[src/rtl/abs_diff_eval_pkg.sv]
// Shared types and defaults for the approximate-circuit error sweeper.
package abs_diff_eval_pkg;

    localparam int unsigned DEF_IN_W  = 4;
    localparam int unsigned DEF_OUT_W = 3;
    localparam int unsigned DEF_ET    = 4;
    localparam int unsigned DEF_LAT   = 0;

    typedef enum logic [1:0] {
        IDLE,
        SWEEP,
        DRAIN,
        DONE
    } state_t;

    // One extra bit so a full sweep of 2^in_w violations cannot overflow.
    function automatic int unsigned viol_cnt_w(input int unsigned in_w);
        return in_w + 1;
    endfunction

endpackage

[src/rtl/abs_diff_err_unit.sv]
// Unsigned |a - b| plus the threshold-violation flag for one response pair.
module abs_diff_err_unit #(
    parameter int unsigned OUT_W = 3,
    parameter int unsigned ET    = 4
) (
    input  logic [OUT_W-1:0] i_a,
    input  logic [OUT_W-1:0] i_b,
    output logic [OUT_W-1:0] o_err,
    output logic             o_viol
);

    logic [OUT_W-1:0] w_err;

    // Subtract the smaller from the larger so the result never wraps.
    assign w_err  = (i_a >= i_b) ? (i_a - i_b) : (i_b - i_a);
    assign o_err  = w_err;
    assign o_viol = (32'(w_err) > ET);

endmodule

[src/rtl/abs_diff_err_sweeper.sv]
// Exhaustive stimulus sweep over an exact/approximate circuit pair, tracking
// worst-case error and threshold violations, with a registered pass verdict.
module abs_diff_err_sweeper
    import abs_diff_eval_pkg::*;
#(
    parameter int unsigned IN_W  = DEF_IN_W,
    parameter int unsigned OUT_W = DEF_OUT_W,
    parameter int unsigned ET    = DEF_ET,
    parameter int unsigned LAT   = DEF_LAT
) (
    input  logic                        clk,
    input  logic                        rst_n,
    input  logic                        start,
    output logic [IN_W-1:0]             stim,
    output logic                        stim_valid,
    input  logic [OUT_W-1:0]            exact_out,
    input  logic [OUT_W-1:0]            approx_out,
    output logic                        busy,
    output logic                        done,
    output logic [OUT_W-1:0]            max_err,
    output logic [viol_cnt_w(IN_W)-1:0] viol_cnt,
    output logic                        pass
);

    localparam int unsigned CNT_W = viol_cnt_w(IN_W);
    localparam int unsigned DRN_W = (LAT > 1) ? $clog2(LAT) : 1;
    localparam logic [DRN_W-1:0] DRN_LAST = DRN_W'((LAT > 0) ? LAT - 1 : 0);

    state_t           r_state;
    state_t           w_state_nxt;
    logic [IN_W-1:0]  r_stim;
    logic             r_stim_valid;
    logic [DRN_W-1:0] r_drn_cnt;
    logic [OUT_W-1:0] r_max_err;
    logic [CNT_W-1:0] r_viol_cnt;
    logic             r_pass;

    logic [OUT_W-1:0] w_err;
    logic [OUT_W-1:0] w_max_upd;
    logic             w_viol;
    logic             w_sample;
    logic             w_go;
    logic             w_last_vec;

    abs_diff_err_unit #(
        .OUT_W (OUT_W),
        .ET    (ET)
    ) u_err (
        .i_a    (exact_out),
        .i_b    (approx_out),
        .o_err  (w_err),
        .o_viol (w_viol)
    );

    assign w_go       = start && ((r_state == IDLE) || (r_state == DONE));
    assign w_last_vec = (r_stim == '1);

    // Valid tag travels LAT cycles alongside the DUT pipeline so only
    // responses to presented vectors are accumulated.
    generate
        if (LAT == 0) begin : g_nopipe
            assign w_sample = r_stim_valid;
        end else begin : g_pipe
            logic [LAT-1:0] r_vpipe;
            always_ff @(posedge clk or negedge rst_n) begin
                if (!rst_n) begin
                    r_vpipe <= '0;
                end else begin
                    r_vpipe <= (r_vpipe << 1) | LAT'(r_stim_valid);
                end
            end
            assign w_sample = r_vpipe[LAT-1];
        end
    endgenerate

    assign w_max_upd = (w_sample && (w_err > r_max_err)) ? w_err : r_max_err;

    always_ff @(posedge clk or negedge rst_n) begin
        if (!rst_n) begin
            r_state <= IDLE;
        end else begin
            r_state <= w_state_nxt;
        end
    end

    always_comb begin
        w_state_nxt = r_state;
        unique case (r_state)
            IDLE, DONE: if (start)      w_state_nxt = SWEEP;
            SWEEP:      if (w_last_vec) w_state_nxt = (LAT > 0) ? DRAIN : DONE;
            DRAIN:      if (r_drn_cnt == DRN_LAST) w_state_nxt = DONE;
            default:    w_state_nxt = IDLE;
        endcase
    end

    always_ff @(posedge clk or negedge rst_n) begin
        if (!rst_n) begin
            r_stim       <= '0;
            r_stim_valid <= 1'b0;
            r_drn_cnt    <= '0;
            r_max_err    <= '0;
            r_viol_cnt   <= '0;
            r_pass       <= 1'b0;
        end else begin
            r_drn_cnt <= (r_state == DRAIN) ? r_drn_cnt + 1'b1 : '0;
            if (w_go) begin
                r_stim       <= '0;
                r_stim_valid <= 1'b1;
                r_max_err    <= '0;
                r_viol_cnt   <= '0;
                r_pass       <= 1'b0;
            end else begin
                if (r_state == SWEEP) begin
                    if (w_last_vec) begin
                        r_stim_valid <= 1'b0;
                    end else begin
                        r_stim <= r_stim + 1'b1;
                    end
                end
                if (w_sample) begin
                    r_max_err  <= w_max_upd;
                    r_viol_cnt <= r_viol_cnt + CNT_W'(w_viol);
                end
                // Verdict uses the final sample, which lands on the same edge.
                if ((w_state_nxt == DONE) && (r_state != DONE)) begin
                    r_pass <= (32'(w_max_upd) <= ET);
                end
            end
        end
    end

    assign stim       = r_stim;
    assign stim_valid = r_stim_valid;
    assign busy       = (r_state == SWEEP) || (r_state == DRAIN);
    assign done       = (r_state == DONE);
    assign max_err    = r_max_err;
    assign viol_cnt   = r_viol_cnt;
    assign pass       = r_pass;

endmodule
[config.mk]
export PLATFORM = sky130hd
export DESIGN_NAME = abs_diff_err_sweeper
export DESIGN_NICKNAME = d
export VERILOG_FILES = /design/src/rtl/abs_diff_eval_pkg.sv /design/src/rtl/abs_diff_err_unit.sv /design/src/rtl/abs_diff_err_sweeper.sv
export SDC_FILE = /design/constraint.sdc
export NUM_CORES = 1
export LEC_CHECK = 0
export ABC_AREA = 1
export CORE_MARGIN = 2
export CORE_UTILIZATION = 30
export DETAILED_ROUTE_END_ITERATION = 8
export GPL_ROUTABILITY_DRIVEN = 0
export GPL_TIMING_DRIVEN = 0
export PLACE_DENSITY_LB_ADDON = 0.05
export SETUP_SLACK_MARGIN = 0.05
export SYNTH_ARGS = -nofsm -noshare
export SYNTH_HDL_FRONTEND = slang
export SYNTH_SLANG_ARGS = --single-unit
[constraint.sdc]
create_clock -name clk -period 2 [get_ports clk]
set_input_delay 0.5 -clock clk [delete_from_list [all_inputs] [get_ports clk]]
set_output_delay 0.5 -clock clk [all_outputs]
set_load 0.02 [all_outputs]
## Word-level counts from Yosys, hierarchy flattened

Cells that the tools add are included.

| word-level totals | value |
|---|---|
| bits in writable memories | 0 |
| output and inout bits | 16 |
| logic and storage cells | 55 |
| memories | 0 |
| flip-flop bits (word level) | 17 |
| bits in read-only memories | 0 |
| bits in latches | 0 |
| input port bits | 9 |

| operators by class | value |
|---|---|
| bitwise gates (word level) | 0 |
| shift-type cells | 0 |
| mux-type cells | 19 |
| reduce and logical (&&, ||, !) cells | 13 |
| equal/unequal tests | 7 |
| multiply operators | 0 |
| div/mod/pow operators | 0 |
| add/sub/neg operators | 5 |
| magnitude comparators | 4 |

Operators by type and width:

| operator | number |
|---|---|
| 3-bit 2-to-1 mux | 4 |
| 4-bit 2-to-1 mux | 3 |
| 5-bit 2-to-1 mux | 2 |
| 2-bit nonzero test | 4 |
| 2-bit == test, second input constant | 3 |
| 1-bit 2-to-1 mux | 6 |
| 2-bit 2-to-1 mux | 3 |
| 2-bit case mux with 3 select lines | 1 |
| 3-bit subtractor | 2 |
| 5-bit by 1-bit adder with 5-bit output | 1 |
| 4-bit by 1-bit adder with 4-bit output, second input constant | 1 |
| 4-bit == test, second input constant | 1 |
| 2-bit != test, second input constant | 2 |
| 2-bit AND reduction | 2 |
| 3-bit greater-or-equal comparator | 1 |
| 3-bit > comparator | 1 |
| 3-bit > comparator, second input constant | 1 |
| 3-bit <= comparator, second input constant | 1 |
| 1-bit logical AND | 3 |
| 2-bit by 1-bit == test with 1-bit output, second input constant | 1 |
| 2-bit logical NOT | 1 |
| 1-bit logical OR | 2 |
| 2-bit OR reduction | 1 |
| 1-bit adder, second input constant | 1 |

## Longest topological paths before layout

Gate-level depths: netlist (run 1).

| logic depth | value |
|---|---|
| depth after elaboration | 8 |
| gate-level depth with buffers | 20 |
| mapped depth without buffers | 20 |

## Modules after synthesis

Synthesis (run 1) repeated with hierarchy kept, for this count alone.

| unflattened totals | value |
|---|---|
| cells, all modules | 148 |
| area total of the unflattened synthesis | 1176.1 um^2 |

By module, submodules not included:

| module | times used | cells each | area an instance (um^2) |
|---|---|---|---|
| abs_diff_err_sweeper | 1 | 117 | 950.9 |
| abs_diff_err_unit | 1 | 31 | 225.2 |

## Worst setup path after synthesis (run 1)

OpenSTA, ideal clock, no wires.

| timing path | value |
|---|---|
| path kind | input port to flip-flop |
| start | input approx_out[0] |
| end | register r_pass, in the netlist pass |
| slack | -0.460 ns |
| path buffers | 0 |
| arrival time | 2.348 ns |
| stages on the path | 17 |
| setup time | 0.113 ns |
| path through | inv_1 > ha_1 > inv_1 > fa_1 > xnor2_1 > nand3_1 > nand2_1 > inv_1 > ha_1 > a21oi_2 > nand2_1 > nand2_2 > nand2_1 > nand3_2 > nand3_1 > nand2_1 > inv_1 |

| between the ends | value |
|---|---|
| longest elaborated chain between the ends | 8 |
| elaborated cells on any way between the ends | 10 |
| classes of those cells | 2 x add/sub; 3 x order compare; 4 x mux; 1 x reduce/logical |

RTL lines:

| element | RTL line | RTL |
|---|---|---|
| start, declared | abs_diff_err_sweeper.sv:17 | `input logic [OUT_W-1:0] approx_out,` |
| 3-bit subtractor or 3-bit greater-or-equal comparator (tied branches) | abs_diff_err_unit.sv:15 | `assign w_err = (i_a >= i_b) ? (i_a - i_b) : (i_b - i_a);` |
| 3-bit 2-to-1 mux * | abs_diff_err_unit.sv:15 |  |
| 3-bit > comparator | abs_diff_err_sweeper.sv:76 | `assign w_max_upd = (w_sample && (w_err > r_max_err)) ? w_err : r_max_err;` |
| 1-bit logical AND | abs_diff_err_sweeper.sv:76 |  |
| 3-bit 2-to-1 mux * | abs_diff_err_sweeper.sv:76 |  |
| 3-bit <= comparator * | abs_diff_err_sweeper.sv:126 | `r_pass <= (32'(w_max_upd) <= ET);` |
| 1-bit 2-to-1 mux * | abs_diff_err_sweeper.sv:125 | `if ((w_state_nxt == DONE) && (r_state != DONE)) begin` |
| 1-bit 2-to-1 mux * | abs_diff_err_sweeper.sv:106 | `if (w_go) begin` |
| end signal, assigned | abs_diff_err_sweeper.sv:126 |  |
| end, declared | abs_diff_err_sweeper.sv:36 | `logic r_pass;` |

Mark *: on every way between the ends. The rest lies on a longest branch, timed or not. The select of a mux whose other input is x is not followed.
A chain may end at the register's enable or synchronous reset.

## Worst setup path in the final report (run 1)

Ends and elaborated chain as after synthesis.

==> results of run 1 <==
metrics by stage:
stage	utilization	worst slack [ns]	hold WS, ns	cell area, µm²	power (W)
final	0.492	-0.324	0.518	1960	0.00281
after detailed placement	0.418	-1.28	0.510	1660	0.00222
after floorplan	-	-0.358	0.204	1360	0.00171
after global routing	0.492	-0.431	0.551	1960	0.00308
after CTS	0.471	-0.340	0.524	1870	0.00262
after global placement	0.418	-1.25	0.504	1660	0.00218
registers in the layout, indices dropped and copies added (netlist names):
register and flops:
stim 4, r_state 2, stim_valid 1, pass 1
r_drn_cnt 1, viol_cnt 5, max_err 3
timing repair:
item	CTS	global route
setup buffers	9	3
pin swaps	17	17
setup endpoints to repair	12	11
resized for setup	47	17
hold buffers	0	0
cells in the mapped netlist:
| master | count |
|---|---|
| sky130_fd_sc_hd__a21oi_1 | 9 |
| sky130_fd_sc_hd__a21oi_2 | 3 |
| sky130_fd_sc_hd__a22oi_1 | 1 |
| sky130_fd_sc_hd__and2_4 | 1 |
| sky130_fd_sc_hd__buf_2 | 1 |
| sky130_fd_sc_hd__clkinv_1 | 1 |
| sky130_fd_sc_hd__dfrtp_1 | 17 |
| sky130_fd_sc_hd__fa_1 | 2 |
| sky130_fd_sc_hd__ha_1 | 15 |
| sky130_fd_sc_hd__inv_1 | 28 |
| sky130_fd_sc_hd__inv_2 | 2 |
| sky130_fd_sc_hd__nand2_1 | 27 |
| sky130_fd_sc_hd__nand2_2 | 4 |
| sky130_fd_sc_hd__nand3_1 | 11 |
| sky130_fd_sc_hd__nand3_2 | 5 |
| sky130_fd_sc_hd__nand3b_1 | 2 |
| sky130_fd_sc_hd__nand4_1 | 1 |
| sky130_fd_sc_hd__nor2_1 | 5 |
| sky130_fd_sc_hd__nor2_2 | 2 |
| sky130_fd_sc_hd__nor3_1 | 2 |
| sky130_fd_sc_hd__nor3b_1 | 1 |
| sky130_fd_sc_hd__o21a_1 | 1 |
| sky130_fd_sc_hd__o21ai_0 | 4 |
| sky130_fd_sc_hd__o21ai_1 | 1 |
| sky130_fd_sc_hd__o21ai_2 | 2 |
| sky130_fd_sc_hd__or2_1 | 1 |
| sky130_fd_sc_hd__xnor2_1 | 2 |
report_power, final:
group,leakage (nW),switching (W),internal [W]
Clock,0.0255,0.000129,0.000138
Sequential,0.212,0.000145,0.000485
Combinational,0.671,0.00103,0.000879
kinds of logic (layout without fill, tap and decap cells):
group                    after synthesis  count (layout)  synth area share
XOR/XNOR                               2               2            0.0142
adder cells (fa/ha/maj)               17              17             0.184
buffers and inverters                 32              72            0.0981
AND/OR/NAND/NOR                       62              62             0.256
flip-flops                            17              17             0.344
AO/OA/AOI/OAI                         21              21             0.104
worst paths after layout:
kind / start / to / slack [ns] / depth (start not counted)
hold reg to reg: r_drn_cnt / r_drn_cnt / 0.52 / 2
max in group asynchronous: rst_n / stim_valid / 0.72 / 1
setup / recovery: approx_out[0] / pass / -0.32 / 19
min in group asynchronous: rst_n / max_err[0] / 0.72 / 1
setup reg to reg: max_err[2] / pass / 0.44 / 11
hold / removal: r_drn_cnt / r_drn_cnt / 0.52 / 2
layer usage:
layer / share of wire / up-vias / track usage
met4: 0.014 / 0 / 0.0525
met5: 0 / - / 0
li1: - / 563 / -
met3: 0.019 / 4 / 0.0214
met2: 0.51 / 13 / 0.229
met1: 0.46 / 512 / 0.163
worst max-delay path, delay by kind of cell:
family,cells,cell delay [ns]
compound gates,1,0.22
buf+inv,5,0.27
simple gates,9,0.65
xor+xnor,1,0.17
fa+ha+maj,3,0.69
area by class of cell:
cell class	instances	area, µm²
Clock inverter	1	5.00
Timing Repair Buffer	36	344
Buffer	1	5.00
Multi-Input combinational cell	102	930
Sequential cell	17	427
Clock buffer	3	41.3
Fill cell	382	2020
Tap cell	50	62.6
Inverter	31	141
==> metrics.txt, run 1 <==
# TYPE chip_impl_metric gauge
chip_impl_info{name="clock_tree_from_tritoncts",value="done"} 1
chip_impl_info{name="status",value="finished with violations"} 1
chip_impl_metric{name="stdcell_count",unit=""} 241
chip_impl_metric{name="worst_skew_pair_latency",unit="ns"} 0.26
chip_impl_metric{name="initial_utilization",unit=""} 0.312
chip_impl_metric{name="final_min_period_over_clock_period",unit=""} 1.16
chip_impl_info{name="ys_top_cells_by_area",value="sky130_fd_sc_hd__dfrtp_1 (34%), sky130_fd_sc_hd__ha_1 (15%), sky130_fd_sc_hd__inv_1 (8.5%), sky130_fd_sc_hd__nand2_1 (8.2%), sky130_fd_sc_hd__nand3_1 (4.4%)"} 1
chip_impl_metric{name="drive_above_1_share",unit=""} 0.445
chip_impl_metric{name="setup_ws",unit="ns"} -0.324
chip_impl_metric{name="ys.warnings.count",unit=""} 0
chip_impl_metric{name="fin_tns_setup",unit="ns"} -1.49
chip_impl_metric{name="die_area",unit="mm²"} 0.00465
chip_impl_metric{name="rows",unit=""} 23
chip_impl_metric{name="timing.fmax",unit="MHz"} 430
chip_impl_metric{name="syn-mean-instance-area",unit="µm²"} 8.19
chip_impl_metric{name="syn-num-nets",unit=""} 177
chip_impl_metric{name="finish.net_count",unit=""} 218
chip_impl_info{name="clockRootBuffer",value="sky130_fd_sc_hd__clkbuf_8"} 1
chip_impl_metric{name="route.antenna.remaining_nets",unit=""} 0
chip_impl_metric{name="final_period_minus_worst_setup_slack",unit="ns"} 2.32
chip_impl_metric{name="ir_worst_vdd",unit="µV"} 967
chip_impl_metric{name="p_leak",unit="nW"} 0.909
chip_impl_metric{name="core_area",unit="mm²"} 0.00397
chip_impl_metric{name="cts_htree_levels",unit=""} 1
chip_impl_metric{name="arrival",unit="ns"} 2.52
chip_impl_metric{name="route.final.wire_length",unit="µm"} 2790
chip_impl_metric{name="synth_seq_area_share",unit=""} 0.344
chip_impl_metric{name="cpPeakStageDelay",unit="ns"} 0.34
chip_impl_metric{name="layout-area-overhead-vs-synth",unit="%"} 58.0
chip_impl_info{name="crit_chain",value="buf_12, inv_12, ha_4, inv_2, fa_2, xnor2_2, nand3_2, nand2_2, inv_2, ha_4, a21oi_4, nand2_4, nand2_4, nand2_2, nand2_2, nand3_2, nand3_2, nand2_1, inv_1"} 1
chip_impl_metric{name="post_synth_num_cell_types",unit=""} 27
chip_impl_metric{name="globalRoute.totalOverflow",unit=""} 0
chip_impl_metric{name="clk_pin_slew_worst_paths",unit="ns"} 0.07
chip_impl_metric{name="pin_count_of_the_biggest_net_entering_global_routing",unit=""} 18
chip_impl_metric{name="io_buffers",unit=""} 24
chip_impl_metric{name="detailedPlacementHpwl",unit="µm"} 2080
chip_impl_metric{name="insertedDiodeCount",unit=""} 0
chip_impl_metric{name="avgRoutedWirePerCell",unit="µm"} 11.6
chip_impl_metric{name="timing.max_slew.rel_slack",unit=""} 0.444
chip_impl_info{name="violations",value="setup timing"} 1
chip_impl_metric{name="placed_cells",unit=""} 225
chip_impl_info{name="yosysTopAreaCell",value="sky130_fd_sc_hd__dfrtp_1"} 1
chip_impl_metric{name="dieHeight",unit="µm"} 68.2
chip_impl_metric{name="drt-pass1-iter-count",unit=""} 4
chip_impl_metric{name="cts.sinks",unit=""} 17
chip_impl_metric{name="initialDrtViolationCount",unit=""} 22
chip_impl_metric{name="setup_viol",unit=""} 8
chip_impl_metric{name="grt_pass1_wl",unit="µm"} 4620
chip_impl_info{name="commonest_cells_after_routing_fill_and_taps_aside",value="sky130_fd_sc_hd__inv_1 (18), sky130_fd_sc_hd__nand2_1 (18), sky130_fd_sc_hd__clkdlybuf4s50_1 (16), sky130_fd_sc_hd__dfrtp_1 (16)"} 1
chip_impl_metric{name="synth_cells",unit=""} 151
chip_impl_metric{name="yosys.area.top_type_share",unit=""} 0.344
chip_impl_metric{name="fin_worst_skew",unit="ns"} 0.0101
chip_impl_metric{name="grt.total_usage",unit=""} 0.132
chip_impl_metric{name="grt_pass1_vias",unit=""} 1081
chip_impl_metric{name="synth.ff_latch_count",unit=""} 17
chip_impl_metric{name="max_slew.worst_pin.slew",unit="ns"} 0.831
chip_impl_info{name="crit_path_start_kind",value="input port"} 1
chip_impl_metric{name="via_count",unit=""} 1092
chip_impl_metric{name="post_drt_via_cell_ratio",unit=""} 4.53
chip_impl_info{name="timing.critical_path.to_type",value="flop"} 1
chip_impl_info{name="highest_delay_cell_along_the_critical_path",value="sky130_fd_sc_hd__fa_2"} 1
chip_impl_metric{name="slew_viol_final",unit=""} 0
chip_impl_info{name="hold_path.class",value="reg2reg"} 1
chip_impl_metric{name="post_synth_instance_area",unit="mm²"} 0.00124
chip_impl_metric{name="max_cap_violations",unit=""} 0
chip_impl_metric{name="powerDensity",unit="mW/mm²"} 1430
chip_impl_metric{name="final-hold-violation-count",unit=""} 0
chip_impl_metric{name="grt_antenna_before_repair",unit=""} 0
chip_impl_info{name="worst-setup-path-type",value="in2reg"} 1
chip_impl_metric{name="ports",unit=""} 25
chip_impl_info{name="rsz0062_at_grt",value="yes"} 1
chip_impl_metric{name="critPathMaxFanout",unit=""} 3
chip_impl_metric{name="numCtsBuffers",unit=""} 3
chip_impl_metric{name="drcViolationCount",unit=""} 0
chip_impl_metric{name="die_width",unit="µm"} 68.2
chip_impl_metric{name="cts_buffer_depth",unit=""} 2
chip_impl_metric{name="required_time_at_the_endpoint_of_the_critical_path",unit="ns"} 2.20
(Power assumes the default switching activity.)
==> run 2, diff against run 1 <==
--- a/config.mk
+++ b/config.mk
@@ -10,9 +10,9 @@
 export CORE_UTILIZATION = 30
 export DETAILED_ROUTE_END_ITERATION = 8
 export GPL_ROUTABILITY_DRIVEN = 0
-export GPL_TIMING_DRIVEN = 0
 export PLACE_DENSITY_LB_ADDON = 0.05
 export SETUP_SLACK_MARGIN = 0.05
 export SYNTH_ARGS = -nofsm -noshare
 export SYNTH_HDL_FRONTEND = slang
+export SYNTH_HIERARCHICAL = 1
 export SYNTH_SLANG_ARGS = --single-unit
==> metrics.txt, run 2 <==
# TYPE chip_impl_metric gauge
chip_impl_metric{name="globalRoute.totalOverflow",unit=""} 0
chip_impl_info{name="path_common_cell",value="sky130_fd_sc_hd__nand2_1"} 1
chip_impl_metric{name="route.final.wire_length",unit="µm"} 2720
chip_impl_info{name="hold_path_startpoint",value="r_drn_cnt"} 1
chip_impl_metric{name="final_area",unit="mm²"} 0.00193
chip_impl_info{name="regToRegEndpoint",value="pass"} 1
chip_impl_metric{name="core_area",unit="mm²"} 0.00372
chip_impl_info{name="crit_path_start_kind",value="input port"} 1
chip_impl_metric{name="drt-pass1-iter-count",unit=""} 4
chip_impl_metric{name="initial_utilization",unit=""} 0.316
chip_impl_metric{name="via_count",unit=""} 1108
chip_impl_metric{name="synth_fa_ha_area_frac",unit=""} 0.183
chip_impl_info{name="commonest_cells_after_routing_fill_and_taps_aside",value="sky130_fd_sc_hd__nand2_1 (21), sky130_fd_sc_hd__buf_4 (19), sky130_fd_sc_hd__inv_1 (18)"} 1
chip_impl_metric{name="avgRoutedWirePerCell",unit="µm"} 11.0
chip_impl_info{name="synth.cells.most_frequent",value="sky130_fd_sc_hd__nand2_1 (29), sky130_fd_sc_hd__inv_1 (25), sky130_fd_sc_hd__dfrtp_1 (17), sky130_fd_sc_hd__nand3_1 (16), sky130_fd_sc_hd__ha_1 (14)"} 1
chip_impl_metric{name="ir_worst_vdd",unit="µV"} 523
chip_impl_metric{name="synth.ff_latch_count",unit=""} 17
chip_impl_metric{name="post_synth_instance_area",unit="mm²"} 0.00118
chip_impl_metric{name="final-hold-violation-count",unit=""} 0
chip_impl_metric{name="cpPeakStageDelay",unit="ns"} 0.39
chip_impl_info{name="clockRootBuffer",value="sky130_fd_sc_hd__clkbuf_8"} 1
chip_impl_info{name="postSynth.topFlopCell",value="sky130_fd_sc_hd__dfrtp_1"} 1
chip_impl_info{name="worst-setup-path-type",value="in2reg"} 1
chip_impl_metric{name="synth_simple_gate_area_share",unit=""} 0.274
chip_impl_info{name="violations",value="setup timing"} 1
chip_impl_metric{name="synth_cells",unit=""} 148
chip_impl_metric{name="detailedPlacementHpwl",unit="µm"} 2130
chip_impl_info{name="ys_top_cells_by_area",value="sky130_fd_sc_hd__dfrtp_1 (36%), sky130_fd_sc_hd__ha_1 (15%), sky130_fd_sc_hd__nand2_1 (9.3%), sky130_fd_sc_hd__inv_1 (8.0%), sky130_fd_sc_hd__nand3_1 (6.8%)"} 1
chip_impl_metric{name="wl_met1",unit="µm"} 1180
chip_impl_metric{name="post-route-util",unit=""} 0.518
chip_impl_metric{name="ys.warnings.count",unit=""} 6
chip_impl_metric{name="grt_pass1_vias",unit=""} 1057
chip_impl_metric{name="grt_pass1_wl",unit="µm"} 4670
chip_impl_metric{name="holdPathStages",unit=""} 3
chip_impl_info{name="rsz0062_at_grt",value="yes"} 1
chip_impl_info{name="timing.critical_path.to_type",value="flop"} 1
chip_impl_metric{name="placed_cells",unit=""} 238
chip_impl_metric{name="post_drt_via_cell_ratio",unit=""} 4.50
chip_impl_metric{name="wl_met3",unit="µm"} 68
chip_impl_metric{name="detailroute.wirelength.met2",unit="µm"} 1450
chip_impl_metric{name="numCtsBuffers",unit=""} 3
chip_impl_metric{name="layout-area-overhead-vs-synth",unit="%"} 63.7
chip_impl_info{name="clock_tree_from_tritoncts",value="done"} 1
chip_impl_metric{name="yosys.area.top_type_share",unit=""} 0.362
chip_impl_metric{name="drive_above_1_share",unit=""} 0.419
chip_impl_metric{name="finish.net_count",unit=""} 224
chip_impl_metric{name="register_area",unit="µm²"} 425
chip_impl_metric{name="powerDensity",unit="mW/mm²"} 1290
chip_impl_metric{name="route.antenna.remaining_nets",unit=""} 0
chip_impl_metric{name="setup_ws",unit="ns"} -0.335
chip_impl_metric{name="synth_seq_area_share",unit=""} 0.362
chip_impl_metric{name="pin_count_of_the_biggest_net_entering_global_routing",unit=""} 18
chip_impl_info{name="synthMostInstantiatedCell",value="sky130_fd_sc_hd__nand2_1"} 1
chip_impl_metric{name="synthArstFlopShare",unit=""} 1.00
chip_impl_metric{name="grt_antenna_before_repair",unit=""} 0
chip_impl_metric{name="clk_pin_slew_worst_paths",unit="ns"} 0.06
chip_impl_info{name="dominant_combinational_cell_family_by_area_after_synthesis",value="simple AND/OR/NAND/NOR gates"} 1
chip_impl_metric{name="fin_worst_skew",unit="ns"} 0.00273
chip_impl_metric{name="arrival",unit="ns"} 2.48
chip_impl_metric{name="max_cap_violations",unit=""} 0
chip_impl_metric{name="dieHeight",unit="µm"} 66.6
chip_impl_metric{name="drcViolationCount",unit=""} 0
chip_impl_metric{name="die_width",unit="µm"} 66.6
chip_impl_metric{name="initialDrtViolationCount",unit=""} 31
chip_impl_metric{name="cts_htree_levels",unit=""} 1
chip_impl_info{name="r2r_start",value="r_state[0]"} 1
chip_impl_metric{name="required_time_at_the_endpoint_of_the_critical_path",unit="ns"} 2.14
chip_impl_metric{name="synth-edff-count",unit=""} 0
chip_impl_metric{name="multi_input_gate_area_in_the_final_layout",unit="µm²"} 866
chip_impl_info{name="min_delay_worst_endpoint",value="r_drn_cnt"} 1
chip_impl_metric{name="max_slew.worst_pin.slew",unit="ns"} 0.227
chip_impl_metric{name="rows",unit=""} 22
chip_impl_metric{name="syn-mean-instance-area",unit="µm²"} 7.95
chip_impl_metric{name="totalPowerFinal",unit="W"} 0.00248
chip_impl_metric{name="slew_viol_final",unit=""} 0
chip_impl_metric{name="timing.fmax",unit="MHz"} 428
chip_impl_metric{name="p_leak",unit="nW"} 0.940
chip_impl_metric{name="critPathMaxFanout",unit=""} 4
chip_impl_metric{name="ports",unit=""} 25
chip_impl_metric{name="worst_skew_pair_latency",unit="ns"} 0.25
chip_impl_metric{name="final_period_minus_worst_setup_slack",unit="ns"} 2.33
chip_impl_metric{name="io_buffers",unit=""} 24
chip_impl_metric{name="final_min_period_over_clock_period",unit=""} 1.17
chip_impl_info{name="highest-signal-layer",value="met4"} 1
chip_impl_info{name="mostFrequentLayoutCell",value="sky130_fd_sc_hd__nand2_1"} 1
chip_impl_info{name="hold_path.class",value="reg2reg"} 1
chip_impl_metric{name="synth_xor_xnor_area_share",unit=""} 0.0298
chip_impl_info{name="status",value="finished with violations"} 1
chip_impl_info{name="crit_chain",value="buf_6, buf_6, inv_12, ha_4, inv_2, fa_2, xor2_2, nand2_2, o21ai_4, ha_4, nand3_2, nand2_4, nand2_4, nand2_2, nand2_2, nand2_1, nand2_1, nand2_1, nand2_1"} 1
chip_impl_metric{name="largest_reg_flops",unit=""} 5
chip_impl_metric{name="fill_cells",unit=""} 369
chip_impl_metric{name="dp_worst_setup_slack",unit="ns"} -1.00
chip_impl_info{name="yosysTopAreaCell",value="sky130_fd_sc_hd__dfrtp_1"} 1
chip_impl_metric{name="stdcell_count",unit=""} 246
chip_impl_metric{name="syn-num-nets",unit=""} 173
chip_impl_metric{name="placement.cell_area",unit="mm²"} 0.00174
chip_impl_metric{name="cts_buffer_depth",unit=""} 2
chip_impl_metric{name="post_synth_num_cell_types",unit=""} 21
chip_impl_metric{name="regToRegSetupSlack",unit="ns"} 0.50
chip_impl_info{name="worst_setup_path_startpoint",value="exact_out[0]"} 1
chip_impl_metric{name="insertedDiodeCount",unit=""} 0
chip_impl_metric{name="r2r.worst_path.cells",unit=""} 11
chip_impl_metric{name="setup_viol",unit=""} 8
chip_impl_metric{name="die_area",unit="mm²"} 0.00444
chip_impl_info{name="highest_delay_cell_along_the_critical_path",value="sky130_fd_sc_hd__fa_2"} 1
chip_impl_metric{name="cts.sinks",unit=""} 17
chip_impl_metric{name="timing.max_slew.rel_slack",unit=""} 0.848
chip_impl_metric{name="compound_gate_portion_of_the_synthesized_area",unit=""} 0.0574
chip_impl_metric{name="grt.total_usage",unit=""} 0.139
chip_impl_metric{name="post_synthesis_mux_area_share",unit=""} 0
==> run 2: cell types whose count changed after synthesis, moves of 2 or more <==
cell,before,now
sky130_fd_sc_hd__nor2_1,5,10
sky130_fd_sc_hd__xor2_1,0,2
sky130_fd_sc_hd__nand2_2,4,10
sky130_fd_sc_hd__nand3_2,5,1
sky130_fd_sc_hd__a21oi_2,3,1
sky130_fd_sc_hd__nor2_2,2,0
sky130_fd_sc_hd__nand3_1,11,16
sky130_fd_sc_hd__nand2_1,27,29
sky130_fd_sc_hd__o21ai_0,4,2
sky130_fd_sc_hd__nand3b_1,2,0
sky130_fd_sc_hd__inv_1,28,25
==> run 2: layer usage <==
layer | track usage | vias to the layer above
li1 | - | 560
met4 | 0.0536 | 0
met3 | 0.0169 | 2
met5 | 0 | -
met2 | 0.265 | 14
met1 | 0.154 | 532
==> run 2: cells by family after synthesis <==
group           count (synthesis)
fa+ha+maj                      16
buf+inv                        29
xor+xnor                        4
flops                          17
compound gates                 12
simple gates                   70
==> run 2: repair_timing <==
action,in CTS,in global routing
setup buffers,2,2
hold buffers,0,0
endpoints found under the setup margin,11,9
pin swaps,23,13
gates resized for setup,41,7
==> run 2: through the flow <==
step                setup TNS [ns]  hold WS, ns
floorplan                    -1.29        0.204
global placement             -7.26        0.492
detailed placement           -7.69        0.495
CTS                          -1.79        0.516
global route                 -2.78        0.569
finish                       -1.89        0.518
==> run 2: cell type report <==
cell class / count / area share
Clock buffer: 4 / 0.0234
Inverter: 29 / 0.0656
Multi-Input combinational cell: 102 / 0.450
Sequential cell: 17 / 0.221
Tap cell: 48 / 0.0312
Timing Repair Buffer: 46 / 0.209
==> run 2: power breakdown <==
part           internal, W  total (W)  switching (W)
Sequential        0.000478   0.000605       0.000127
Clock             0.000141   0.000249       0.000108
Combinational     0.000752    0.00162       0.000869
Total              0.00137    0.00248        0.00111
==> run 2: worst max-delay path by stage <==
stage / endpoint / slack [ns] / cells past startpoint
floorplan: pass / -0.27 / 18
global placement: pass / -0.94 / 20
detailed placement: viol_cnt[4] / -1.00 / 16
CTS: pass / -0.35 / 20
global route: pass / -0.47 / 20
finish: pass / -0.33 / 19
==> run 2: worst max-delay path: cells and delay by family <==
family	cells	cell delay (ns)
XOR/XNOR	1	0.16
AND/OR/NAND/NOR	10	0.64
buffers and inverters	4	0.29
adder cells (fa/ha/maj)	3	0.81
AO/OA/AOI/OAI	1	0.07
